## config.mk

```make
export PLATFORM = sky130hd
export DESIGN_NAME = inst_issuer
export DESIGN_NICKNAME = d
export VERILOG_FILES = /design/src/rtl/inst_issuer_pkg.sv /design/src/rtl/inst_issuer_fifo.sv /design/src/rtl/inst_issuer.sv
export SDC_FILE = /design/constraint.sdc
export NUM_CORES = 1
export LEC_CHECK = 0
export BUFFER_PORTS_ARGS = -buffer_cell sky130_fd_sc_hd__buf_2
export CORE_ASPECT_RATIO = 1.75
export CORE_MARGIN = 2
export CORE_UTILIZATION = 45
export DETAILED_ROUTE_END_ITERATION = 16
export GPL_ROUTABILITY_DRIVEN = 1
export PLACE_DENSITY = 0.72
export REMOVE_ABC_BUFFERS = 1
export SYNTH_ARGS = -nofsm -noshare
export SYNTH_HDL_FRONTEND = slang
export SYNTH_HIERARCHICAL = 1
export SYNTH_SLANG_ARGS = --single-unit
```

## constraint.sdc

```tcl
create_clock -name clk -period 9.1 [get_ports clk]
set_input_delay 0.455 -clock clk [delete_from_list [all_inputs] [get_ports clk]]
set_output_delay 0.455 -clock clk [all_outputs]
set_load 0.01 [all_outputs]
```

## src/rtl/inst_issuer_pkg.sv

```systemverilog
// Shared instruction definitions used by the issuer and its neighbours.
package inst_issuer_pkg;

    // Processing-element instruction
    typedef struct packed {
        logic [3:0] op;
        logic [3:0] dst;
        logic [7:0] imm;
    } pe_inst_t;

    // Buffer-move instruction
    typedef struct packed {
        logic [3:0]  op;
        logic [11:0] addr;
    } buf_inst_t;

    // Host-loaded instruction word: selector plus both sub-instructions
    typedef struct packed {
        logic      is_buf;
        pe_inst_t  pe_i;
        buf_inst_t buf_i;
    } instruction_t;

    // 16-bit increment that sticks at all-ones
    function automatic logic [15:0] sat_inc16(input logic [15:0] v);
        return (v == 16'hFFFF) ? v : v + 16'd1;
    endfunction

endpackage

```

## src/rtl/inst_issuer_fifo.sv

```systemverilog
// inst_fifo: instruction storage with wrapping pointers and occupancy level.
// i_clear empties the queue; a push in the same cycle lands as the only entry.
module inst_fifo
    import inst_issuer_pkg::*;
#(
    parameter int DEPTH = 8
) (
    input  logic                     clk,
    input  logic                     rst,
    input  logic                     i_push,
    input  instruction_t             i_wdata,
    input  logic                     i_pop,
    input  logic                     i_clear,
    output instruction_t             o_head,
    output logic [$clog2(DEPTH):0]   o_level
);
    localparam int AW = $clog2(DEPTH);
    localparam int LW = AW + 1;

    instruction_t  r_mem [DEPTH];
    logic [AW-1:0] r_wr_ptr, r_rd_ptr;
    logic [LW-1:0] r_level;

    logic          w_push, w_pop;
    logic [AW-1:0] w_wr_idx;

    // Never overflow or underflow, whatever the caller asks for
    assign w_push   = i_push && (r_level != LW'(DEPTH));
    assign w_pop    = i_pop  && (r_level != '0) && !i_clear;
    assign w_wr_idx = i_clear ? '0 : r_wr_ptr;

    assign o_head  = r_mem[r_rd_ptr];
    assign o_level = r_level;

    // Storage write; contents are don't-care after reset
    always_ff @(posedge clk) begin
        if (w_push) r_mem[w_wr_idx] <= i_wdata;
    end

    // Pointer and level bookkeeping; pointers wrap modulo DEPTH
    always_ff @(posedge clk or posedge rst) begin
        if (rst) begin
            r_wr_ptr <= '0;
            r_rd_ptr <= '0;
            r_level  <= '0;
        end else if (i_clear) begin
            r_rd_ptr <= '0;
            r_wr_ptr <= w_push ? AW'(1) : '0;
            r_level  <= w_push ? LW'(1) : '0;
        end else begin
            if (w_push) r_wr_ptr <= r_wr_ptr + AW'(1);
            if (w_pop)  r_rd_ptr <= r_rd_ptr + AW'(1);
            case ({w_push, w_pop})
                2'b10:   r_level <= r_level + LW'(1);
                2'b01:   r_level <= r_level - LW'(1);
                default: r_level <= r_level;
            endcase
        end
    end

endmodule

```

## src/rtl/inst_issuer.sv

```systemverilog
// inst_issuer: queues host instructions and presents them one at a time to
// the controller, with flush, protocol-error detection and optional stats.
// Define INST_ISSUER_STATS_EN to enable the saturating issued_count counter.
module inst_issuer
    import inst_issuer_pkg::*;
#(
    parameter int DEPTH = 8
) (
    input  logic                   clk,
    input  logic                   rst,
    input  instruction_t           in_inst,
    input  logic                   in_valid,
    output logic                   in_ready,
    input  logic                   flush,
    output instruction_t           inst,
    output logic                   inst_valid,
    input  logic                   inst_exec_begins,
    output logic [$clog2(DEPTH):0] fifo_level,
    output logic                   busy,
    output logic                   protocol_err,
    output logic [15:0]            issued_count
);
    localparam int LW = $clog2(DEPTH) + 1;

    typedef enum logic [1:0] {IDLE, PRESENT, FLUSH} state_t;

    state_t r_state, w_next;
    logic   r_err;
    logic   w_push, w_pop, w_clear, w_has, w_err, w_nonempty_next;

    inst_fifo #(.DEPTH(DEPTH)) u_fifo (
        .clk     (clk),
        .rst     (rst),
        .i_push  (w_push),
        .i_wdata (in_inst),
        .i_pop   (w_pop),
        .i_clear (w_clear),
        .o_head  (inst),
        .o_level (fifo_level)
    );

    // Ready ignores any same-cycle pop so the host sees a registered-only path
    assign in_ready   = (fifo_level < LW'(DEPTH)) && (r_state != FLUSH);
    assign w_push     = in_valid && in_ready;
    assign w_has      = (fifo_level != '0);
    assign w_pop      = (r_state == PRESENT) && inst_exec_begins && w_has;
    assign w_err      = inst_exec_begins && ((r_state == IDLE) || !w_has);
    assign inst_valid = (r_state == PRESENT);
    assign busy       = (r_state != IDLE);
    assign protocol_err = r_err;

    // Queue still holds something after this edge's push/pop
    assign w_nonempty_next = w_push || (w_pop ? (fifo_level > LW'(1)) : w_has);

    // State register
    always_ff @(posedge clk or posedge rst) begin
        if (rst) r_state <= IDLE;
        else     r_state <= w_next;
    end

    // Next-state and FIFO clear control
    always_comb begin
        w_next  = r_state;
        w_clear = 1'b0;
        case (r_state)
            IDLE: begin
                w_clear = flush;
                if (w_push || (w_has && !flush)) w_next = PRESENT;
            end
            PRESENT: begin
                if (flush)                w_next = FLUSH;
                else if (w_nonempty_next) w_next = PRESENT;
                else                      w_next = IDLE;
            end
            FLUSH: begin
                w_clear = 1'b1;
                w_next  = IDLE;
            end
            default: w_next = IDLE;
        endcase
    end

    // Sticky protocol error: exec pulse with nothing outstanding
    always_ff @(posedge clk or posedge rst) begin
        if (rst)        r_err <= 1'b0;
        else if (w_err) r_err <= 1'b1;
    end

`ifdef INST_ISSUER_STATS_EN
    logic [15:0] r_issued;
    logic        w_ack;

    // A head acknowledged in PRESENT or in the flush cycle counts as issued
    assign w_ack = inst_exec_begins && w_has && ((r_state == PRESENT) || (r_state == FLUSH));

    // Saturating count of acknowledged instructions
    always_ff @(posedge clk or posedge rst) begin
        if (rst)        r_issued <= '0;
        else if (w_ack) r_issued <= sat_inc16(r_issued);
    end

    assign issued_count = r_issued;
`else
    assign issued_count = '0;
`endif

endmodule

```

==> impl_metrics.py, run 1 <==
metrics = {
    "sta": {
        "setup-tns-final_ns": 0,
        "rsz0062_at_grt": "false",
        "max_freq_mhz": 274,
        "final_min_period_over_clock_period_pct": 40.0,
        "hold_slack_ns": 0.188,
        "maxSlewHeadroom_pct": 16.4,
        "worst_slew_pin_slew_ns": 1.25,
        "finalHoldViolations": 0,
        "worst_slack_ns": 5.46,
        "period_minus_slack_ns": 3.64,
        "setup_viol_count_final": 0,
        "finClkSkew_ns": 0.00803,
        "final_max_slew_viols": 0,
    },
    "worst_setup_path": {
        "startpoint_of_the_most_critical_setup_path": "u_fifo/r_rd_ptr[0]$_DFFE_PP0P_",
        "slowest_stage": "buf_4",
        "critical_path.reg2reg.endpoint": "u_fifo/r_mem[2][1]$_DFFE_PP_",
        "beginning_of_the_worst_register_to_register_path": "u_fifo/o_level[3]$_DFFE_PP0P_",
        "timing.critical_path.arrival_ns": 3.19,
        "ff2ff_setup_slack_ns": 5.60,
        "cp.required_ns": 8.65,
        "worstSetupEndpoint": "inst[11]",
        "worst-path-max-fanout": 48,
        "worstRegToRegCells": 5,
        "cp_cell_sequence": "buf_4 -> mux4_2 -> mux2_2 -> buf_2",
        "crit_path_max_incr_delay_ns": 0.80,
        "path_class": "register to primary output",
        "critPathCaptureType": "primary output",
        "setup.worst_path.start_class": "register",
    },
    "floorplanning": {
        "die_area_um2": 25700,
        "die_w_um": 122,
        "start_util_pct": 45.8,
        "core_box_area_um2": 23900,
        "total_i_o_pin_count": 95,
        "row_count": 75,
        "die-height_um": 211,
    },
    "detailed_routing": {
        "finalWirelength_um": 20800,
        "vias_after_detailed_routing": 5125,
        "drt_first_iter_violations": 350,
        "wl_per_cell_um": 22.5,
        "postRouteAntennaNets": 0,
        "drt_pre_antenna_iters": 4,
        "detail_route.drc_violations": 0,
        "average_vias_per_placed_instance": 5.55,
    },
    "logic_synthesis": {
        "async_flop_share_pct": 4.69,
        "post_synth_instance_area_um2": 11000,
        "post_synth_inst_count": 514,
        "ys_ff_latch": 277,
        "synth_seq_area_share_pct": 75.3,
        "synth.area.top_cells": "edfxtp_1, mux4_2, mux2_2",
        "yosys.cell_count.top_type": "edfxtp_1",
        "post-synth-top-area-cell": "edfxtp_1",
        "synth_area_per_cell_um2": 21.3,
        "synthDistinctLibCells": 44,
        "synthFlopType": "edfxtp_1",
        "yosys-top-cells-count": "edfxtp_1, mux4_2, mux2_2",
        "yosys_warnings": 6,
        "synth.top_cell.area_share_pct": 72.3,
        "synth_edf_count": 264,
    },
    "pwr": {
        "peakVddDrop_mv": 0.194,
        "share_comb_of_total_power_pct": 23.7,
        "power.net_switching_uw": 937,
        "clock_power_share_pct": 27.2,
        "seqPwrFrac_pct": 49.1,
        "power.switching_fraction_pct": 27.7,
        "cellPowerDensity_nw_per_um2": 274,
        "p_int_mw": 2.45,
        "p_leak_nw": 3.99,
    },
    "cells_and_area": {
        "area_growth_pct": 12.9,
        "nets": 641,
        "n_antenna_cell": 0,
        "post-route-util_pct": 51.7,
        "drive_above_1_share_pct": 37.7,
        "num-fill-cells": 1859,
    },
    "global_route": {
        "groute.usage.overall_pct": 16.9,
        "wire_length_of_the_first_global_routing_pass_um": 32400,
        "grt_start_max_net_pins": 69,
        "overflow": 0,
        "via_count_of_the_first_global_routing_pass": 5561,
        "grt_antenna_before_repair": 0,
    },
    "clocking": {
        "post_cts.repair.setup_buffers": 0,
        "root_buffer": "clkbuf_16",
        "numCtsBuffers": 23,
        "cts_tree": "yes",
        "holdBufCountCts": 1,
        "cts_buffer_depth": 3,
        "cts-resized-gates": 0,
        "clk_pin_slew_worst_paths_ns": 0.06,
        "latest_clock_arrival_within_the_worst_skew_pair_ns": 0.52,
        "htree_num_levels": 1,
        "clock_sink_count": 277,
    },
    "placed_design": {
        "post-dp-hpwl_um": 12100,
        "finalWeightedCongestion": 0.721,
        "pre_cts_ws_ns": 5.61,
        "place.port_buffers": 78,
    },
    "job": {
        "max_cap_violations": 0,
    },
    "hold_path": {
        "timing.hold.worst.class": "primary input to register",
    },
    "outcome": {
        "status": "completed",
    },
}
[final cells by class]
cell class / count / area, um^2 / area share, %
Multi-Input combinational cell: 204 / 2550 / 20.6
Clock buffer: 26 / 587 / 4.74
Sequential cell: 277 / 8260 / 66.7
Inverter: 5 / 18.8 / 0.152
Clock inverter: 16 / 111 / 0.899
Timing Repair Buffer: 88 / 468 / 3.78
Tap cell: 308 / 385 / 3.11
[power groups by stage]
| stage | Clock (mW) | Sequential (mW) | Combinational (mW) |
|---|---|---|---|
| finish | 0.921 | 1.67 | 0.802 |
| global route | 0.994 | 1.68 | 0.875 |
| CTS | 0.948 | 1.67 | 0.819 |
| detailed placement | 0 | 1.70 | 0.816 |
| global placement | 0 | 1.68 | 0.792 |
| floorplan | 0 | 1.70 | 0.529 |
[metal layers]
metal	global-route usage [%]	share of wire (%)	vias up
met1	20.5	38	2688
met2	30.5	56	143
met4	6.54	2.5	0
met5	0	0	-
li1	-	-	2265
met3	2.06	4.3	29
[cells in the final DEF (no fill, tap or decap), types with 5 or more instances in the layout]
| master | n |
|---|---|
| buf_2 | 78 |
| buf_4 | 9 |
| clkbuf_16 | 23 |
| clkinv_1 | 7 |
| conb_1 | 16 |
| dfrtp_1 | 10 |
| edfxtp_1 | 264 |
| inv_1 | 5 |
| mux2_2 | 33 |
| mux4_2 | 66 |
| nand2_1 | 10 |
| nor2_1 | 12 |
[kinds of logic after synthesis]
logic type	after synthesis	share of synthesized area, %
other cells	1	0.0342
xor+xnor	7	0.559
flops	277	75.3
fa+ha+maj	4	0.456
compound gates	20	1.40
mux	101	17.1
simple gates	56	2.69
buf+inv	48	2.46
[how the worst min path moves through the flow]
stage                     cells after the start                       end        startpoint  slack [ns]
after floorplan                               1  protocol_err$_DFFE_PP0P_               rst        0.21
after global placement                        2    r_state[0]$_DFFE_PP0P_               rst        0.33
after detailed placement                      2    r_state[0]$_DFFE_PP0P_               rst        0.34
after CTS                                     2  protocol_err$_DFFE_PP0P_  inst_exec_begins        0.17
after global routing                          2  protocol_err$_DFFE_PP0P_  inst_exec_begins        0.18
final                                         2  protocol_err$_DFFE_PP0P_  inst_exec_begins        0.19
[state kept, by name, indices dropped and copies added (netlist names)]
| signal | count |
|---|---|
| u_fifo/r_mem | 264 |
| u_fifo/r_rd_ptr | 3 |
| u_fifo/o_level | 4 |
| u_fifo/r_wr_ptr | 3 |
| protocol_err | 1 |
| r_state | 2 |
[critical path, delay by kind of cell, from the launching register on]
kind | cells | cell delay (ns)
flops | 1 | 0.69
buf+inv | 2 | 0.95
mux | 2 | 0.93
[through the flow]
| step | instance area [um^2] | instances | total power, mW |
|---|---|---|---|
| 6_report | 12400 | 924 | 3.39 |
| 5_1_grt | 12400 | 924 | 3.55 |
| 4_1_cts | 12400 | 924 | 3.43 |
| 3_5_place_dp | 11700 | 881 | 2.51 |
| 3_3_place_gp | 11700 | 881 | 2.47 |
| 2_1_floorplan | 10800 | 486 | 2.23 |
No activity file was read; power rests on OpenSTA's default activity.
==> inputs of run 2 (changes only) <==
--- a/config.mk
+++ b/config.mk
@@ -11,7 +11,7 @@
 export CORE_UTILIZATION = 45
 export DETAILED_ROUTE_END_ITERATION = 16
 export GPL_ROUTABILITY_DRIVEN = 1
-export PLACE_DENSITY = 0.72
+export PLACE_DENSITY = 0.74
 export REMOVE_ABC_BUFFERS = 1
 export SYNTH_ARGS = -nofsm -noshare
 export SYNTH_HDL_FRONTEND = slang
==> constraint.sdc (replaced) <==
create_clock -name clk -period 3.2 [get_ports clk]
set_input_delay 0.16 -clock clk [delete_from_list [all_inputs] [get_ports clk]]
set_output_delay 0.16 -clock clk [all_outputs]
set_load 0.01 [all_outputs]
==> impl_metrics.py, run 2 (synthesis gave the netlist of run 1 again) <==
metrics = {
    "placed_design": {
        "placedCellCount": 898,
        "place.port_buffers": 78,
        "post-dp-hpwl_um": 13100,
        "finalWeightedCongestion": 0.848,
    },
    "sta": {
        "rsz0062_at_grt": "false",
        "setup_viol_count_final": 0,
        "final_max_slew_viols": 0,
        "finalHoldViolations": 0,
        "period_minus_slack_ns": 3.06,
        "finClkSkew_ns": 0.0120,
        "hold_slack_ns": 0.0822,
        "max_freq_mhz": 326,
        "maxSlewHeadroom_pct": 31.0,
        "worst_slew_pin_slew_ns": 1.03,
        "final_min_period_over_clock_period_pct": 95.8,
    },
    "worst_setup_path": {
        "beginning_of_the_worst_register_to_register_path": "u_fifo/o_level[3]$_DFFE_PP0P_",
        "worst-path-max-fanout": 12,
        "path_class": "register to register",
        "worstRegToRegCells": 10,
        "cp.required_ns": 3.64,
        "timing.critical_path.arrival_ns": 3.51,
        "ff2ff_setup_slack_ns": 0.14,
        "crit_family": "simple AND/OR/NAND/NOR gates",
        "worstPathBufferInverterCount": 1,
        "cp_cell_sequence": "buf_4 -> and2b_2 -> and2_1 -> o31a_1 -> nor3_2 -> ha_1 -> o21ai_0 -> a2111oi_2 -> or4_1 -> a21oi_1",
        "critical_path.reg2reg.endpoint": "u_fifo/o_level[3]$_DFFE_PP0P_",
        "slowest_stage": "or4_1",
        "setup.worst_path.start_class": "register",
        "critPathCaptureType": "register",
        "crit_path_max_incr_delay_ns": 0.54,
    },
    "pwr": {
        "seqPwrFrac_pct": 46.2,
        "power.switching_fraction_pct": 27.2,
        "p_leak_nw": 4.28,
        "power.net_switching_mw": 2.75,
        "share_comb_of_total_power_pct": 25.0,
        "cellPowerDensity_nw_per_um2": 777,
        "p_int_mw": 7.35,
        "fin_total_pwr_mw": 10.1,
        "peakVddDrop_mv": 0.598,
        "clock_power_share_pct": 28.9,
    },
    "cells_and_area": {
        "layout_commonest_cell": "edfxtp_1",
        "seqCellArea_um2": 8260,
        "post-route-util_pct": 54.3,
        "drive_above_1_share_pct": 37.7,
        "multi_input_area_um2": 2570,
        "final_cell_count_no_fill": 977,
        "flip_flop_count_of_the_largest_register_all_copies_and_words_added": 264,
        "register_containing_the_most_flip_flops_in_the_final_layout": "u_fifo/r_mem",
        "most-common-layout-cells": "edfxtp_1, buf_2, mux4_2, dlygate4sd3_1, mux2_2",
        "n_antenna_cell": 0,
        "area_growth_pct": 18.6,
        "nets": 696,
        "num-fill-cells": 1783,
    },
    "floorplanning": {
        "die-height_um": 211,
        "die_area_um2": 25700,
        "row_count": 75,
        "core_box_area_um2": 23900,
        "start_util_pct": 45.8,
        "total_i_o_pin_count": 95,
        "die_w_um": 122,
    },
    "global_route": {
        "groute.usage.overall_pct": 17.3,
        "grt_start_max_net_pins": 35,
        "via_count_of_the_first_global_routing_pass": 5901,
        "wire_length_of_the_first_global_routing_pass_um": 33200,
        "grt_antenna_before_repair": 0,
        "overflow": 0,
    },
    "detailed_routing": {
        "postRouteAntennaNets": 0,
        "drt_pre_antenna_iters": 5,
        "vias_after_detailed_routing": 5387,
        "drt_first_iter_violations": 432,
        "finalWirelength_um": 21400,
        "detail_route.drc_violations": 0,
        "average_vias_per_placed_instance": 5.51,
        "wl_per_cell_um": 21.9,
    },
    "clocking": {
        "cts_buffer_depth": 3,
        "root_buffer": "clkbuf_16",
        "clk_pin_slew_worst_paths_ns": 0.06,
        "clock_sink_count": 277,
        "latest_clock_arrival_within_the_worst_skew_pair_ns": 0.52,
        "cts_tree": "yes",
        "htree_num_levels": 1,
        "post_cts.repair.setup_buffers": 0,
        "numCtsBuffers": 25,
    },
    "hold_path": {
        "timing.hold.worst.class": "primary input to async pin",
    },
    "outcome": {
        "status": "completed",
    },
    "job": {
        "max_cap_violations": 0,
    },
}
-- run 2: layout make-up --
type                    count  share of cell area, %
clock buffers              31                   4.98
clock inverters            11                   1.08
inverters                   5                  0.144
multi-input cells         204                   19.7
flip-flops and latches    277                   63.5
well taps                 308                   2.96
repair buffers            141                   7.54
-- run 2: metal layers --
layer / vias to the layer above / track usage, % / share of wire, %
met1: 2819 / 20.6 / 38
met2: 165 / 31.8 / 56
met5: - / 0 / 0
met3: 47 / 1.98 / 3.7
li1: 2356 / - / -
met4: 0 / 6.22 / 2.8
-- run 2: power groups by stage --
stage | combinational [mW] | sequential (mW) | clock, mW
floorplan | 1.50 | 4.84 | 0
global placement | 2.41 | 4.71 | 0
detailed placement | 2.50 | 4.75 | 0
CTS | 2.55 | 4.67 | 2.97
global route | 2.72 | 4.71 | 3.10
finish | 2.52 | 4.66 | 2.91
-- run 2: how the worst max path moves through the flow --
stage / startpoint / endpoint / depth (start not counted)
final: u_fifo/o_level[3]$_DFFE_PP0P_ / u_fifo/o_level[3]$_DFFE_PP0P_ / 10
after global routing: u_fifo/o_level[3]$_DFFE_PP0P_ / u_fifo/o_level[3]$_DFFE_PP0P_ / 10
after CTS: u_fifo/o_level[3]$_DFFE_PP0P_ / u_fifo/o_level[3]$_DFFE_PP0P_ / 9
after detailed placement: u_fifo/o_level[3]$_DFFE_PP0P_ / u_fifo/o_level[3]$_DFFE_PP0P_ / 9
after global placement: u_fifo/o_level[3]$_DFFE_PP0P_ / u_fifo/o_level[3]$_DFFE_PP0P_ / 9
after floorplan: u_fifo/o_level[3]$_DFFE_PP0P_ / u_fifo/r_mem[1][0]$_DFFE_PP_ / 4
-- run 2: timing repair --
action,in CTS,in global routing
hold endpoints to repair,280,0
hold buffers,37,0
setup endpoints to repair,0,1
resized for setup,0,3
-- run 2: worst min-delay path, stage by stage --
cell and delay, ns:
dlygate4sd3_1 0.54, buf_2 0.13, inv_1 0.12
-- run 2: per-stage QoR --
step                setup TNS [ns]  area (um^2)  worst slack (ns)
floorplan                  -166.68        10800             -1.73
global placement                 0        11800             0.470
detailed placement               0        11800             0.121
CTS                              0        13000             0.103
global route                     0        13000           0.00469
finish                           0        13000             0.136
==> inputs of run 3 (changes only) <==
--- a/config.mk
+++ b/config.mk
@@ -6,12 +6,14 @@
 export NUM_CORES = 1
 export LEC_CHECK = 0
 export BUFFER_PORTS_ARGS = -buffer_cell sky130_fd_sc_hd__buf_2
+export CELL_PAD_IN_SITES_DETAIL_PLACEMENT = 0
+export CELL_PAD_IN_SITES_GLOBAL_PLACEMENT = 1
 export CORE_ASPECT_RATIO = 1.75
 export CORE_MARGIN = 2
 export CORE_UTILIZATION = 45
 export DETAILED_ROUTE_END_ITERATION = 16
-export GPL_ROUTABILITY_DRIVEN = 1
-export PLACE_DENSITY = 0.74
+export GPL_ROUTABILITY_DRIVEN = 0
+export PLACE_DENSITY = 0.82
 export REMOVE_ABC_BUFFERS = 1
 export SYNTH_ARGS = -nofsm -noshare
 export SYNTH_HDL_FRONTEND = slang
==> impl_metrics.py, run 3 (synthesis gave the netlist of run 1 again) <==
metrics = {
    "worst_setup_path": {
        "setup.worst_path.start_class": "register",
        "worstSetupEndpoint": "u_fifo/o_level[3]$_DFFE_PP0P_",
        "critical_path.reg2reg.endpoint": "u_fifo/o_level[3]$_DFFE_PP0P_",
        "worstRegToRegCells": 9,
        "worst-path-max-fanout": 8,
        "critPathCaptureType": "register",
        "timing.critical_path.arrival_ns": 3.47,
        "startpoint_of_the_most_critical_setup_path": "u_fifo/o_level[3]$_DFFE_PP0P_",
        "path_class": "register to register",
        "beginning_of_the_worst_register_to_register_path": "u_fifo/o_level[3]$_DFFE_PP0P_",
        "ff2ff_setup_slack_ns": 0.17,
        "cp.required_ns": 3.64,
    },
    "sta": {
        "setup_viol_count_final": 0,
        "finalHoldViolations": 0,
        "period_minus_slack_ns": 3.03,
        "hold_slack_ns": 0.0741,
        "final_min_period_over_clock_period_pct": 94.8,
        "worst_slack_ns": 0.167,
        "max_freq_mhz": 330,
        "finClkSkew_ns": 0.0166,
        "worst_slew_pin_slew_ns": 1.00,
        "maxSlewHeadroom_pct": 33.3,
        "rsz0062_at_grt": "false",
        "final_max_slew_viols": 0,
    },
    "placed_design": {
        "dpl_cell_area_um2": 11800,
        "place.port_buffers": 78,
        "post-dp-hpwl_um": 12700,
        "pre_cts_ws_ns": 0.226,
    },
    "floorplanning": {
        "die-height_um": 211,
        "total_i_o_pin_count": 95,
        "die_area_um2": 25700,
        "die_w_um": 122,
        "row_count": 75,
        "core_box_area_um2": 23900,
        "start_util_pct": 45.8,
    },
    "global_route": {
        "via_count_of_the_first_global_routing_pass": 5708,
        "wire_length_of_the_first_global_routing_pass_um": 32600,
        "groute.usage.overall_pct": 17.1,
        "grt_start_max_net_pins": 37,
        "overflow": 0,
        "grt_antenna_before_repair": 1,
    },
    "clocking": {
        "clock_sink_count": 277,
        "cts_tree": "yes",
        "latest_clock_arrival_within_the_worst_skew_pair_ns": 0.52,
        "clk_pin_slew_worst_paths_ns": 0.06,
        "post_cts.repair.setup_buffers": 0,
        "cts_buffer_depth": 3,
        "htree_num_levels": 1,
        "numCtsBuffers": 24,
        "root_buffer": "clkbuf_16",
    },
    "cells_and_area": {
        "flip_flop_count_of_the_largest_register_all_copies_and_words_added": 264,
        "most-common-layout-cells": "edfxtp_1, buf_2, mux4_2, dlygate4sd3_1, mux2_2",
        "nets": 693,
        "area_growth_pct": 18.0,
        "register_containing_the_most_flip_flops_in_the_final_layout": "u_fifo/r_mem",
        "post-route-util_pct": 54.1,
        "postLayoutCellArea_um2": 12900,
        "drive_above_1_share_pct": 37.4,
        "num-fill-cells": 1800,
        "layout_commonest_cell": "edfxtp_1",
    },
    "detailed_routing": {
        "drt_first_iter_violations": 385,
        "wl_per_cell_um": 21.6,
        "drt_pre_antenna_iters": 6,
        "postRouteAntennaNets": 0,
        "finalWirelength_um": 21100,
        "average_vias_per_placed_instance": 5.48,
        "detail_route.drc_violations": 0,
        "vias_after_detailed_routing": 5358,
    },
    "pwr": {
        "cellPowerDensity_nw_per_um2": 763,
        "peakVddDrop_mv": 0.569,
        "p_leak_nw": 4.25,
    },
    "outcome": {
        "status": "completed",
    },
    "hold_path": {
        "timing.hold.worst.class": "primary input to async pin",
    },
    "job": {
        "max_cap_violations": 0,
    },
}
run 3: critical path: stages (launching register included):
cell       delay [ns]
dfrtp_1          0.39
or4_4            0.56
and3_1           0.29
o41ai_1          0.19
nor3_1           0.18
ha_1             0.37
o21ai_0          0.14
a2111oi_2        0.13
or4_1            0.50
a21oi_1          0.19
run 3: how the worst min path moves through the flow:
| stage | from | endpoint | slack (ns) |
|---|---|---|---|
| after floorplan | rst | protocol_err$_DFFE_PP0P_ | -0.09 |
| after global placement | rst | protocol_err$_DFFE_PP0P_ | 0.04 |
| after detailed placement | rst | protocol_err$_DFFE_PP0P_ | 0.04 |
| after CTS | rst | r_state[1]$_DFFE_PP0P_ | 0.03 |
| after global routing | rst | r_state[0]$_DFFE_PP0P_ | 0.09 |
| final | rst | r_state[1]$_DFFE_PP0P_ | 0.07 |
run 3: cell type report:
cell class              count  area, um^2  area share, %
clock inverters            15         111          0.861
repair buffers            139         966           7.47
diodes                      1        2.50         0.0193
inverters                   5        18.8          0.145
clock buffers              28         637           4.92
multi-input cells         204        2550           19.8
well taps                 308         385           2.98
flip-flops and latches    277        8260           63.9
run 3: metrics by stage:
| step | instances | setup TNS [ns] | power, mW |
|---|---|---|---|
| after floorplan | 486 | -166.68 | 6.34 |
| after global placement | 896 | 0 | 7.10 |
| after detailed placement | 896 | 0 | 7.20 |
| after global routing | 977 | 0 | 10.3 |
| after CTS | 976 | 0 | 9.98 |
| final | 977 | 0 | 9.88 |
run 3: per-layer routing:
layer  vias to the layer above  wire (um)  part of all wire, %  track usage [%]
li1                       2358          -                    -                -
met1                      2816       7870                   37             20.1
met2                       149      11800                   56             31.2
met3                        35        762                  3.6             2.27
met4                         0        633                  3.0             6.70
met5                         -          0                    0                0
run 3: power breakdown:
group	total [mW]	internal [mW]	switching, mW
combinational	2.48	1.21	1.27
sequential	4.65	4.43	0.220
clock	2.74	1.51	1.22
total	9.88	7.16	2.71
run 3: what timing repair did:
action / in CTS / in global routing
hold endpoints to repair: 280 / 0
gates resized for setup: 0 / 1
endpoints found under the setup margin: 0 / 1
hold buffers: 37 / 0
